===== src/rtl/alu_issue.sv =====
`default_nettype none
// ============================================================================
//  Module   : alu_issue
//  Purpose  : RV32 ALU issue stage. Decodes funct3/funct7b5 into the ALU ctrl
//             code, registers operands, then hands the result to writeback.
//  Optional : ALU_ISSUE_CHECK_EN adds a shadow model driving sticky check_err.
//  Revision : 1.0  initial release
// ============================================================================
module alu_issue #(
    parameter int XLEN    = 32,
    parameter int ALU_LAT = 1
) (
    input  logic            clk,
    input  logic            rst_n,
    input  logic            in_valid,
    output logic            in_ready,
    input  logic [2:0]      in_funct3,
    input  logic            in_funct7b5,
    input  logic            in_is_imm,
    input  logic [XLEN-1:0] in_rs1_val,
    input  logic [XLEN-1:0] in_rs2_val,
    input  logic [XLEN-1:0] in_imm,
    output logic [2:0]      alu_ctrl,
    output logic [XLEN-1:0] alu_rs1,
    output logic [XLEN-1:0] alu_rs2,
    input  logic [XLEN-1:0] alu_rd,
    input  logic            alu_z,
    output logic            out_valid,
    input  logic            out_ready,
    output logic [XLEN-1:0] out_result,
    output logic            out_zero,
    output logic            out_illegal,
    output logic            check_err
);

    localparam int CNT_W = (ALU_LAT > 0) ? $clog2(ALU_LAT + 1) : 1;

    typedef enum logic [1:0] {
        S_IDLE = 2'd0,
        S_EXEC = 2'd1,
        S_RESP = 2'd2
    } state_t;

    state_t            state_q, state_d;
    logic [CNT_W-1:0]  cnt_q, cnt_d;
    logic [2:0]        alu_ctrl_q, alu_ctrl_d;
    logic [XLEN-1:0]   alu_rs1_q, alu_rs1_d;
    logic [XLEN-1:0]   alu_rs2_q, alu_rs2_d;
    logic              out_valid_q, out_valid_d;
    logic [XLEN-1:0]   out_result_q, out_result_d;
    logic              out_zero_q, out_zero_d;
    logic              out_illegal_q, out_illegal_d;

    logic              w_dec_legal;
    logic [2:0]        w_dec_ctrl;
    logic [XLEN-1:0]   w_opb;
    logic              w_capture;

    // funct7b5 only selects SUB for register-register forms; ADDI never subtracts.
    always_comb begin
        w_dec_legal = 1'b1;
        w_dec_ctrl  = 3'b000;
        case (in_funct3)
            3'b000:  w_dec_ctrl = (!in_is_imm && in_funct7b5) ? 3'b001 : 3'b000;
            3'b111:  w_dec_ctrl = 3'b010;
            3'b110:  w_dec_ctrl = 3'b011;
            3'b010:  w_dec_ctrl = 3'b101;
            default: w_dec_legal = 1'b0;
        endcase
    end

    assign w_opb     = in_is_imm ? in_imm : in_rs2_val;
    assign w_capture = (state_q == S_EXEC) && (cnt_q == '0);

    always_comb begin
        state_d       = state_q;
        cnt_d         = cnt_q;
        alu_ctrl_d    = alu_ctrl_q;
        alu_rs1_d     = alu_rs1_q;
        alu_rs2_d     = alu_rs2_q;
        out_valid_d   = out_valid_q;
        out_result_d  = out_result_q;
        out_zero_d    = out_zero_q;
        out_illegal_d = out_illegal_q;
        case (state_q)
            S_IDLE: begin
                if (in_valid) begin
                    if (w_dec_legal) begin
                        alu_ctrl_d = w_dec_ctrl;
                        alu_rs1_d  = in_rs1_val;
                        alu_rs2_d  = w_opb;
                        cnt_d      = CNT_W'(ALU_LAT);
                        state_d    = S_EXEC;
                    end else begin
                        out_result_d  = '0;
                        out_zero_d    = 1'b0;
                        out_illegal_d = 1'b1;
                        out_valid_d   = 1'b1;
                        state_d       = S_RESP;
                    end
                end
            end
            S_EXEC: begin
                if (cnt_q == '0) begin
                    out_result_d  = alu_rd;
                    out_zero_d    = alu_z;
                    out_illegal_d = 1'b0;
                    out_valid_d   = 1'b1;
                    state_d       = S_RESP;
                end else begin
                    cnt_d = cnt_q - CNT_W'(1);
                end
            end
            S_RESP: begin
                if (out_ready) begin
                    out_valid_d = 1'b0;
                    state_d     = S_IDLE;
                end
            end
            default: state_d = S_IDLE;
        endcase
    end

    always_ff @(posedge clk) begin
        if (!rst_n) begin
            state_q       <= S_IDLE;
            cnt_q         <= '0;
            alu_ctrl_q    <= 3'b000;
            alu_rs1_q     <= '0;
            alu_rs2_q     <= '0;
            out_valid_q   <= 1'b0;
            out_result_q  <= '0;
            out_zero_q    <= 1'b0;
            out_illegal_q <= 1'b0;
        end else begin
            state_q       <= state_d;
            cnt_q         <= cnt_d;
            alu_ctrl_q    <= alu_ctrl_d;
            alu_rs1_q     <= alu_rs1_d;
            alu_rs2_q     <= alu_rs2_d;
            out_valid_q   <= out_valid_d;
            out_result_q  <= out_result_d;
            out_zero_q    <= out_zero_d;
            out_illegal_q <= out_illegal_d;
        end
    end

`ifdef ALU_ISSUE_CHECK_EN
    logic [XLEN-1:0] w_exp_rd;
    logic            w_mismatch;
    logic            check_err_q, check_err_d;

    always_comb begin
        w_exp_rd = '0;
        case (alu_ctrl_q)
            3'b000:  w_exp_rd = alu_rs1_q + alu_rs2_q;
            3'b001:  w_exp_rd = alu_rs1_q - alu_rs2_q;
            3'b010:  w_exp_rd = alu_rs1_q & alu_rs2_q;
            3'b011:  w_exp_rd = alu_rs1_q | alu_rs2_q;
            3'b101:  w_exp_rd = {{(XLEN-1){1'b0}}, ($signed(alu_rs1_q) < $signed(alu_rs2_q))};
            default: w_exp_rd = '0;
        endcase
    end

    assign w_mismatch  = (alu_rd != w_exp_rd) || (alu_z != (w_exp_rd == '0));
    assign check_err_d = check_err_q | (w_capture & w_mismatch);

    always_ff @(posedge clk) begin
        if (!rst_n) begin
            check_err_q <= 1'b0;
        end else begin
            check_err_q <= check_err_d;
        end
    end

    assign check_err = check_err_q;
`else
    assign check_err = 1'b0;
`endif

    assign in_ready    = (state_q == S_IDLE);
    assign alu_ctrl    = alu_ctrl_q;
    assign alu_rs1     = alu_rs1_q;
    assign alu_rs2     = alu_rs2_q;
    assign out_valid   = out_valid_q;
    assign out_result  = out_result_q;
    assign out_zero    = out_zero_q;
    assign out_illegal = out_illegal_q;

endmodule
`default_nettype wire

===== config.mk =====
export PLATFORM = sky130hd
export DESIGN_NAME = alu_issue
export DESIGN_NICKNAME = d
export VERILOG_FILES = /design/src/rtl/alu_issue.sv
export SDC_FILE = /design/constraint.sdc
export NUM_CORES = 1
export LEC_CHECK = 0
export CAP_MARGIN = 20
export CORE_MARGIN = 1.5
export CORE_UTILIZATION = 43
export CTS_BUF_LIST = sky130_fd_sc_hd__clkbuf_8
export DETAILED_ROUTE_END_ITERATION = 8
export GPL_ROUTABILITY_DRIVEN = 0
export MAX_ROUTING_LAYER = met4
export PLACE_DENSITY = 0.9
export SYNTH_ARGS = -nofsm -noshare
export SYNTH_HDL_FRONTEND = slang
export SYNTH_SLANG_ARGS = --single-unit

===== constraint.sdc =====
create_clock -name clk -period 4 [get_ports clk]
set_input_delay 0.4 -clock clk [delete_from_list [all_inputs] [get_ports clk]]
set_output_delay 0.4 -clock clk [all_outputs]
set_load 0.005 [all_outputs]

==> impl_metrics.tcl <==
set metrics [dict create \
    clockBufferDepth 2 \
    cts_root_buffer "clkbuf_8" \
    io_buffer_count 240 \
    rsz0062_at_grt "false" \
    cp.arrival_ns 2.72 \
    synth_edf_count 0 \
    setup_viol 0 \
    synthArstFlopShare_pct 0 \
    worst_pin_slew_ns 1.00 \
    grt_pass1_vias 4243 \
    endpoint_kind "register" \
    hold_buffers 0 \
    crit_family "simple AND/OR/NAND/NOR gates" \
    nFillCells 830 \
    initial_core_util_pct 43.9 \
    hold_viol_final 0 \
    grt_pass1_wl_um 20600 \
    worstSetupPathType "in -> reg" \
    ys_types 38 \
    htree_levels 3 \
    synth_compound_area_share_pct 19.9 \
    coreArea_um2 10300 \
    worstPathCellList "clkdlybuf4s50_1, nand2b_1, buf_4, and3_4, mux2i_1" \
    first_pass_iters 4 \
    postRouteAntennaNets 0 \
    syn_area_um2 4520 \
    antenna_found_initial 0 \
    drive_above_1_share_pct 6.02 \
    grt_max_degree 107 \
    clock_latency_ns 0.35 \
    synth_top_family_by_area "compound AO/OA/AOI/OAI gates" \
    hp-class "reg -> reg" \
    die_y_um 105 \
    routed_wl_um 12800 \
    syn-num-nets 592 \
    grt_overflow_total 0 \
    critPathBufInv 2 \
    final_cell_mix "clkdlybuf4s50_1, dfxtp_1, nand2_1" \
    cts.clk_slew.worst_paths_ns 0.08 \
    critPathRequiredTime_ns 4.27 \
    ys_ff_latch 105 \
    dp_hpwl_um 9050 \
    max_freq_ghz 0.409 \
    synth_cells 454 \
    ys_seq_area_share_pct 46.5 \
    critical-path-max-stage-delay_ns 0.91 \
    drt_iter0_markers 274 \
    p_leak_nw 2.52 \
    status "finished clean" \
    drv_cap 0 \
    routedWlPerCell_um 16.1 \
    totalNegativeSetupSlack_ns 0 \
    synth_top_area_cell "dfxtp_1" \
    finalCriticalPeriod_ns 2.45 \
    synth_fa_ha_area_share_pct 0 \
    drc 0 \
    ys_warn_count 0 \
    cp_slowest_cell "and3_4" \
    worstSetupStartpointType "input port" \
    die_w_um 105 \
    final_common_cell "clkdlybuf4s50_1" \
    synthMuxAreaShare_pct 14.4 \
    numCtsBuffers 9 \
    io-pin-count 242 \
    die_area_um2 11100 \
    max-vdd-ir-drop_v 0.000197 \
    avgSynthCellArea_um2 9.95 \
    rows 37 \
    p_total_mw 2.33 \
    insertedDiodeCount 0 \
    slew_headroom_pct 33.2 \
    power_density_nw_per_um2 333 \
    synthSimpleGateAreaFrac_pct 11.8 \
    cts_resized 0 \
    cts_tree "done" \
    synth_top_area_share_pct 46.5 \
    vias_per_cell 5.28 \
    nNetsFinal 798 \
    post-cts-setup-buffer-count 0 \
    cts_sinks 105 \
    worst_clock_skew_ns 0.00734 \
    period_share_pct 61.2 \
    synth_flop_cell "dfxtp_1" \
    num_vias 4224 \
    area_delta_synth_final_pct 54.9 \
    grt_util_all_layers_pct 23.5 \
    synth_area_leaders "dfxtp_1, mux2i_1, o2bb2ai_1, nand2_1, a31oi_1" \
    slew_viol_final 0 \
    path_max_fanout 66 \
    synth_xor_area_share_pct 0 \
]
-- flip-flops by register name, indices dropped and copies added (netlist names), 2 cells and up --
signal,cells
alu_rs1,32
alu_rs2,32
out_result,32
alu_ctrl,3
state_q,2
-- synthesized netlist by cell type (2+ instances only) --
library cell,number
o21ai_1,2
inv_1,2
a211oi_2,12
a211oi_1,21
a21oi_1,2
nand2_1,70
a31oi_1,33
buf_12,4
buf_4,3
clkbuf_1,23
buf_6,5
nand3_1,33
o2bb2ai_1,33
nor2_1,3
buf_2,12
or3b_1,2
nand2b_1,2
buf_1,4
dfxtp_1,105
mux2i_1,65
-- cell type report --
| class | instances | area [um^2] | share of cell area (%) |
|---|---|---|---|
| multi-input cells | 295 | 2090 | 29.9 |
| clock inverters | 6 | 60.1 | 0.859 |
| flip-flops and latches | 105 | 2100 | 30.0 |
| well taps | 136 | 170 | 2.43 |
| inverters | 3 | 11.3 | 0.161 |
| clock buffers | 9 | 124 | 1.77 |
| repair buffers | 246 | 2440 | 34.9 |
-- routing by layer --
| metal | vias to the layer above | part of all wire (%) | track usage (%) |
|---|---|---|---|
| met5 | - | 0 | - |
| met4 | 0 | 2.2 | 8.20 |
| met3 | 23 | 4.7 | 3.40 |
| met2 | 173 | 50 | 40.4 |
| met1 | 1970 | 43 | 28.1 |
| li1 | 2058 | - | - |
-- kinds of logic after synthesis --
family | count (synthesis)
simple gates | 117
other cells | 1
mux | 65
compound gates | 112
flops | 105
buf+inv | 54
-- power breakdown --
part	internal (mW)	switching, mW	leakage (nW)
logic	0.326	0.216	1.57
registers	1.12	0.0446	0.858
clock network	0.283	0.345	0.0909
-- through the flow --
stage	cell area, um^2	utilization [%]	hold WS, ns	std cells	setup WS [ns]
floorplan	4520	-	0.445	454	2.52
global placement	6810	66.3	0.440	785	1.32
detailed placement	6810	66.3	0.450	785	1.20
CTS	7000	68.1	0.464	800	1.57
global route	7000	68.1	0.483	800	1.42
finish	7000	68.1	0.461	800	1.55
-- worst reg2reg max path, cell delays in order, from the launching register on --
cell,delay (ns)
dfxtp_1,0.43
nor3b_4,0.23
buf_4,0.35
and3_4,0.90
mux2i_1,0.33
-- final timing paths --
| kind | from | endpoint | slack (ns) | cells past startpoint |
|---|---|---|---|---|
| max | in_funct3[2] | alu_rs1[17] | 1.55 | 5 |
| min | alu_rs1[29] | alu_rs1[29] | 0.46 | 2 |
| max reg2reg | state_q[1] | alu_rs1[17] | 1.69 | 4 |
| min reg2reg | alu_rs1[29] | alu_rs1[29] | 0.46 | 2 |
Note: power is estimated with default switching activity, not from simulation.
